### config.mk
export PLATFORM = sky130hd
export DESIGN_NAME = vfpu_lzc_pipe
export DESIGN_NICKNAME = d
export VERILOG_FILES = /design/src/rtl/vfpu_lzc_pipe.sv
export SDC_FILE = /design/constraint.sdc
export NUM_CORES = 1
export LEC_CHECK = 0
export CORE_ASPECT_RATIO = 0.6
export CORE_MARGIN = 2
export CORE_UTILIZATION = 45
export DETAILED_ROUTE_END_ITERATION = 12
export PLACE_DENSITY = 0.81
export SETUP_SLACK_MARGIN = 0.5
export SKIP_CTS_REPAIR_TIMING = 1
export SLEW_MARGIN = 40
export SYNTH_ARGS = -nofsm -noshare
export SYNTH_HDL_FRONTEND = slang
export SYNTH_SLANG_ARGS = --single-unit
### constraint.sdc
create_clock -name clk_i -period 3.1 [get_ports clk_i]
set_input_delay 0.465 -clock clk_i [delete_from_list [all_inputs] [get_ports clk_i]]
set_output_delay 0.465 -clock clk_i [all_outputs]
set_load 0.05 [all_outputs]
### src/rtl/vfpu_lzc_pipe.sv
// Multi-lane pipelined leading/trailing-one detector with valid/ready backpressure.
// Stage 0 does a coarse byte-group search and later stages refine the index within the chosen group.
module vfpu_lzc_pipe #(
  parameter  int WIDTH     = 48,
  parameter  int NUM_LANES = 4,
  parameter  int LATENCY   = 2,
  parameter  int TAG_WIDTH = 4,
  localparam int IDX_W     = $clog2(WIDTH)
) (
  input  logic                       clk_i,
  input  logic                       rst_i,
  input  logic                       in_valid_i,
  output logic                       in_ready_o,
  input  logic [NUM_LANES*WIDTH-1:0] in_data_i,
  input  logic                       in_mode_i,
  input  logic [TAG_WIDTH-1:0]       in_tag_i,
  output logic                       out_valid_o,
  input  logic                       out_ready_i,
  output logic [NUM_LANES*IDX_W-1:0] out_index_o,
  output logic [NUM_LANES-1:0]       out_no_ones_o,
  output logic                       out_all_zero_o,
  output logic [TAG_WIDTH-1:0]       out_tag_o
);

  localparam int GRP_W   = (WIDTH < 8) ? WIDTH : 8;
  localparam int NUM_GRP = (WIDTH + GRP_W - 1) / GRP_W;
  localparam int GIDX_W  = (NUM_GRP > 1) ? $clog2(NUM_GRP) : 1;
  localparam int FIDX_W  = $clog2(GRP_W);
  localparam int PAD_W   = NUM_GRP * GRP_W;
  // With a single stage the refinement runs in the same cycle as the coarse search.
  localparam int FIRST_F = (LATENCY > 1) ? 1 : 0;

  logic [LATENCY-1:0]           valid_r;
  logic [LATENCY-1:0]           ready_s;
  logic                         src_valid_s;

  logic [GIDX_W-1:0]            cs_grp_s   [NUM_LANES];
  logic [GRP_W-1:0]             cs_slice_s [NUM_LANES];
  logic [NUM_LANES-1:0]         cs_none_s;

  logic [GIDX_W-1:0]            c_grp_r    [NUM_LANES];
  logic [GRP_W-1:0]             c_slice_r  [NUM_LANES];
  logic [NUM_LANES-1:0]         c_none_r;
  logic                         c_mode_r;
  logic [TAG_WIDTH-1:0]         c_tag_r;

  logic [GIDX_W-1:0]            rf_grp_s   [NUM_LANES];
  logic [GRP_W-1:0]             rf_slice_s [NUM_LANES];
  logic [NUM_LANES-1:0]         rf_none_s;
  logic                         rf_mode_s;
  logic [TAG_WIDTH-1:0]         rf_tag_s;
  logic [NUM_LANES*IDX_W-1:0]   rf_index_s;

  logic [NUM_LANES*IDX_W-1:0]   f_index_r    [FIRST_F:LATENCY-1];
  logic [NUM_LANES-1:0]         f_no_ones_r  [FIRST_F:LATENCY-1];
  logic                         f_all_zero_r [FIRST_F:LATENCY-1];
  logic [TAG_WIDTH-1:0]         f_tag_r      [FIRST_F:LATENCY-1];

  // Returns {none, group, group_bits}: the highest (mode 0) or lowest (mode 1) non-empty group.
  function automatic logic [GIDX_W+GRP_W:0] coarse_pick(input logic [WIDTH-1:0] v,
                                                        input logic mode);
    logic [PAD_W-1:0]  pad;
    logic [GIDX_W-1:0] grp;
    logic              found;
    logic              any;
    pad   = PAD_W'(v);
    grp   = {GIDX_W{1'b0}};
    found = 1'b0;
    for (int g = 0; g < NUM_GRP; g++) begin
      any   = |pad[g*GRP_W +: GRP_W];
      grp   = (any && (!mode || !found)) ? GIDX_W'(g) : grp;
      found = found | any;
    end
    return {~found, grp, pad[grp*GRP_W +: GRP_W]};
  endfunction

  // Absolute bit position of the selected one; an empty group yields index 0.
  function automatic logic [IDX_W-1:0] refine(input logic [GIDX_W-1:0] grp,
                                              input logic [GRP_W-1:0]  bits,
                                              input logic              mode);
    logic [FIDX_W-1:0] fine;
    logic              found;
    fine  = {FIDX_W{1'b0}};
    found = 1'b0;
    for (int i = 0; i < GRP_W; i++) begin
      fine  = (bits[i] && (!mode || !found)) ? FIDX_W'(i) : fine;
      found = found | bits[i];
    end
    return IDX_W'(int'(grp) * GRP_W + int'(fine));
  endfunction

  // Per-stage ready: a stage can accept if it or any stage downstream has a hole.
  always_comb begin
    ready_s = {LATENCY{1'b0}};
    for (int k = 0; k < LATENCY; k++) begin
      ready_s[k] = out_ready_i;
      for (int j = k; j < LATENCY; j++) begin
        ready_s[k] = ready_s[k] | ~valid_r[j];
      end
    end
  end

  assign in_ready_o  = ready_s[0];
  assign src_valid_s = (LATENCY > 1) ? valid_r[0] : in_valid_i;

  // Coarse group search on the incoming data.
  always_comb begin
    cs_none_s = {NUM_LANES{1'b0}};
    for (int l = 0; l < NUM_LANES; l++) begin
      {cs_none_s[l], cs_grp_s[l], cs_slice_s[l]} =
        coarse_pick(in_data_i[l*WIDTH +: WIDTH], in_mode_i);
    end
  end

  // Refinement source: registered coarse stage, or the live coarse result for a one-stage pipe.
  always_comb begin
    rf_none_s  = (LATENCY > 1) ? c_none_r : cs_none_s;
    rf_mode_s  = (LATENCY > 1) ? c_mode_r : in_mode_i;
    rf_tag_s   = (LATENCY > 1) ? c_tag_r  : in_tag_i;
    rf_index_s = {(NUM_LANES*IDX_W){1'b0}};
    for (int l = 0; l < NUM_LANES; l++) begin
      rf_grp_s[l]   = (LATENCY > 1) ? c_grp_r[l]   : cs_grp_s[l];
      rf_slice_s[l] = (LATENCY > 1) ? c_slice_r[l] : cs_slice_s[l];
      rf_index_s[l*IDX_W +: IDX_W] = refine(rf_grp_s[l], rf_slice_s[l], rf_mode_s);
    end
  end

  // Stage valid bits.
  always_ff @(posedge clk_i) begin
    if (rst_i) begin
      valid_r <= {LATENCY{1'b0}};
    end else begin
      if (ready_s[0]) begin
        valid_r[0] <= in_valid_i;
      end
      for (int k = 1; k < LATENCY; k++) begin
        if (ready_s[k]) begin
          valid_r[k] <= valid_r[k-1];
        end
      end
    end
  end

  // Coarse-stage payload registers.
  always_ff @(posedge clk_i) begin
    if (rst_i) begin
      c_none_r <= {NUM_LANES{1'b0}};
      c_mode_r <= 1'b0;
      c_tag_r  <= {TAG_WIDTH{1'b0}};
      for (int l = 0; l < NUM_LANES; l++) begin
        c_grp_r[l]   <= {GIDX_W{1'b0}};
        c_slice_r[l] <= {GRP_W{1'b0}};
      end
    end else if (ready_s[0] && in_valid_i) begin
      c_none_r <= cs_none_s;
      c_mode_r <= in_mode_i;
      c_tag_r  <= in_tag_i;
      for (int l = 0; l < NUM_LANES; l++) begin
        c_grp_r[l]   <= cs_grp_s[l];
        c_slice_r[l] <= cs_slice_s[l];
      end
    end
  end

  // Result stages; the last one drives the outputs directly.
  always_ff @(posedge clk_i) begin
    if (rst_i) begin
      for (int k = FIRST_F; k < LATENCY; k++) begin
        f_index_r[k]    <= {(NUM_LANES*IDX_W){1'b0}};
        f_no_ones_r[k]  <= {NUM_LANES{1'b0}};
        f_all_zero_r[k] <= 1'b0;
        f_tag_r[k]      <= {TAG_WIDTH{1'b0}};
      end
    end else begin
      if (ready_s[FIRST_F] && src_valid_s) begin
        f_index_r[FIRST_F]    <= rf_index_s;
        f_no_ones_r[FIRST_F]  <= rf_none_s;
        f_all_zero_r[FIRST_F] <= &rf_none_s;
        f_tag_r[FIRST_F]      <= rf_tag_s;
      end
      for (int k = FIRST_F + 1; k < LATENCY; k++) begin
        if (ready_s[k] && valid_r[k-1]) begin
          f_index_r[k]    <= f_index_r[k-1];
          f_no_ones_r[k]  <= f_no_ones_r[k-1];
          f_all_zero_r[k] <= f_all_zero_r[k-1];
          f_tag_r[k]      <= f_tag_r[k-1];
        end
      end
    end
  end

  assign out_valid_o    = valid_r[LATENCY-1];
  assign out_index_o    = f_index_r[LATENCY-1];
  assign out_no_ones_o  = f_no_ones_r[LATENCY-1];
  assign out_all_zero_o = f_all_zero_r[LATENCY-1];
  assign out_tag_o      = f_tag_r[LATENCY-1];

endmodule

==> out/qor.csv <==
metric;value;unit
outcome;completed;
synth_cells;641;
hold_path_depth;2;
core-area;13600;µm²
grt_first_pass_wirelength;36800;µm
final_nets;1189;
vias;8300;
ys_async_sr_fraction;0;
num_rows;33;
layout.cells.non_filler;1169;
cts_sinks;88;
portBuffers;235;
ios;236;
cts.clk_slew.worst_paths;0.06;ns
fmax;340;MHz
cp-startpoint;in_data_i[139];
grt_use_total;0.320;
final_area;11800;µm²
dp_slack;-0.352;ns
maxSlewHeadroom;0.444;
post_dp_cell_area;9570;µm²
rsz0062_at_grt;no;
cts_max_level;3;
setup_ws;0.159;ns
skew;0.0122;ns
antenna_violating_nets_post_route;0;
gp_congestion;0.971;
holdCritStartpoint;c_none_r[3];
syn-cell-area;6280;µm²
r2r_setup_slack;0.63;ns
synth_seq_cells;88;
antenna_found_initial;1;
reg2regPathDepth;4;
initial_core_util;0.461;
cts_buffer_depth;2;
r2r_end;f_index_r[1][12];
fin_setup_tns;0;ns
ys_types;68;
period_share;0.949;
grt-ovfl-total;0;
critPathArrivalTime;3.02;ns
first_global_vias;7082;
path_common_cell;buf_4;
ys.flop_type;edfxtp_1;
die_y;95.5;µm
drt-total-wl;31700;µm
start_kind;primary input;
cp_slowest_cell;clkdlybuf4s50_1;
clock_latency;0.35;ns
wl_per_cell;27.1;µm
avgSynthCellArea;9.80;µm²
power.leakage;5.47;nW
whs;0.458;ns
syn2layout_area_growth;88.6;%
dp_cells;1120;
path_max_fanout;6;
avgViaCountPerCell;7.10;
layout-drive-gt1-share;0.343;
nFillCells;598;
finalHoldViolCount;0;
max_stage_delay;0.49;ns
critical_path_class;in2reg;
final_core_util;0.869;
min_period;2.94;ns
rr_startpoint;c_mode_r;
synth_edf_count;77;
ff_latch_area;2530;µm²
path_cells;clkdlybuf4s50_1, nor4_1, buf_4, a211oi_2, a31oi_4, nand3_4, buf_4, a221oi_2, nor4_2;
grt_max_degree;34;
power;3.72;mW
dieArea;14900;µm²
hold_path_class;reg2reg;
slew_viol_final;0;
synth_fp_nets;842;
dr.pass1.iters;6;
tightest_slew;0.823;ns
multi_input_area;4720;µm²
irDropWorstVdd;0.000288;V
end_kind;register;
yosys_warnings;0;
maxCapViolCount;0;
synth_seq_area_share;0.403;
crit_required;3.18;ns
drtIter0Drc;973;
hold_end;c_none_r[3];
setup_viol;0;
clockRootBuffer;clkbuf_16;
numCtsBuffers;9;
hpwl;19300;µm
dieWidth;157;µm
powerDensity;314;nW/µm²
cts_tree;built;
drc;0;
[layout make-up]
type                            instances  area share
Antenna cell                            1    0.000211
Clock buffer                           13      0.0211
Sequential cell                        88       0.214
Tap cell                              175      0.0185
Timing Repair Buffer                  374       0.337
Clock inverter                          3     0.00359
Inverter                               22     0.00761
Multi-Input combinational cell        493       0.398
[layout by cell type, fill, tap and decap left out, drive strengths merged, types with 5 or more instances in the layout]
cell type,Yosys,layout
clkbuf,27,19
or4,31,31
clkdlybuf4s50,0,77
a221oi,42,42
or3,5,5
nand4,7,7
o31a,8,8
a41oi,8,8
nor3b,5,5
inv,22,20
o41ai,6,6
buf,11,134
nor3,22,22
nor4,47,47
dlymetal6s2s,0,157
nand2,33,33
o211ai,14,14
a21oi,32,32
a211oi,29,29
edfxtp,77,77
or2,5,5
nor2,31,31
a31oi,6,6
mux2i,19,19
and2,22,22
and3,11,11
o31ai,11,11
o21ai,14,14
a21boi,15,15
dfxtp,11,11
o32ai,7,7
o22ai,6,6
and4,22,22
[worst max-delay path by stage]
stage / to / slack (ns) / cells after the start
after floorplan: c_slice_r[3][3] / 0.51 / 7
after global placement: c_slice_r[3][1] / -0.36 / 7
after detailed placement: c_slice_r[3][1] / -0.35 / 7
after CTS: c_slice_r[3][1] / -0.02 / 7
after global routing: c_slice_r[2][1] / 0.02 / 8
final: c_slice_r[2][1] / 0.16 / 9
[cell usage after synthesis (4+ instances only)]
library cell / n / share of area
o211ai_1: 14 / 0.017
edfxtp_1: 77 / 0.37
a31oi_1: 4 / 0.0040
and2_1: 22 / 0.022
o22ai_1: 6 / 0.0060
a21boi_1: 6 / 0.0072
nand4_1: 7 / 0.0070
a2111oi_0: 4 / 0.0056
clkbuf_1: 27 / 0.016
a41oi_1: 8 / 0.011
buf_2: 5 / 0.0040
o32ai_1: 7 / 0.0098
o41ai_1: 5 / 0.0070
or3_1: 5 / 0.0050
and4_1: 22 / 0.031
o2111ai_1: 4 / 0.0056
a21oi_1: 31 / 0.025
nor3_1: 20 / 0.016
o31ai_1: 11 / 0.013
a22o_1: 4 / 0.0056
buf_1: 4 / 0.0024
and3_1: 11 / 0.011
or4_1: 30 / 0.036
inv_1: 22 / 0.013
o21ai_0: 10 / 0.0080
nor2_1: 31 / 0.019
nor4_1: 43 / 0.043
o31a_1: 8 / 0.011
a221oi_1: 41 / 0.057
nand2_1: 33 / 0.020
a211oi_1: 27 / 0.032
nor3b_1: 5 / 0.0060
mux2i_1: 19 / 0.030
a21boi_0: 9 / 0.011
dfxtp_1: 11 / 0.035
[cell families (layout without fill, tap and decap cells)]
group / Yosys count / after routing / synth area share
other: 0 / 1 / 0
AND/OR/NAND/NOR: 250 / 250 / 0.250
AO/OA/AOI/OAI: 221 / 221 / 0.272
multiplexers: 22 / 22 / 0.0357
buffers and inverters: 60 / 412 / 0.0392
flip-flops: 88 / 88 / 0.403
[critical path: cells and delay by family]
family | cells | cell delay [ns]
buffers and inverters | 3 | 0.93
AOI/OAI and AO/OA | 3 | 0.86
and+or+nand+nor | 3 | 0.74
[registers in the layout (all words and copies together), names as in the netlist]
| name | flops |
|---|---|
| f_index_r | 24 |
| f_all_zero_r | 1 |
| f_no_ones_r | 4 |
| c_tag_r | 4 |
| valid_r | 2 |
| c_grp_r | 12 |
| f_tag_r | 4 |
| c_mode_r | 1 |
| c_slice_r | 32 |
| c_none_r | 4 |
[metal layers]
| metal | up-vias | part of all wire | track usage |
|---|---|---|---|
| met5 | - | 0 | 0 |
| met3 | 180 | 0.13 | 0.0732 |
| met2 | 788 | 0.45 | 0.496 |
| li1 | 3426 | - | - |
| met4 | 0 | 0.050 | 0.0879 |
| met1 | 3906 | 0.37 | 0.451 |
[power breakdown]
part           internal, mW  leakage [nW]  switching, mW
combinational         0.543          4.41          0.618
clock                 0.647         0.140          0.466
sequential             1.38         0.926         0.0672
total                  2.57          5.47           1.15
Power figures use the tool's default switching activity.
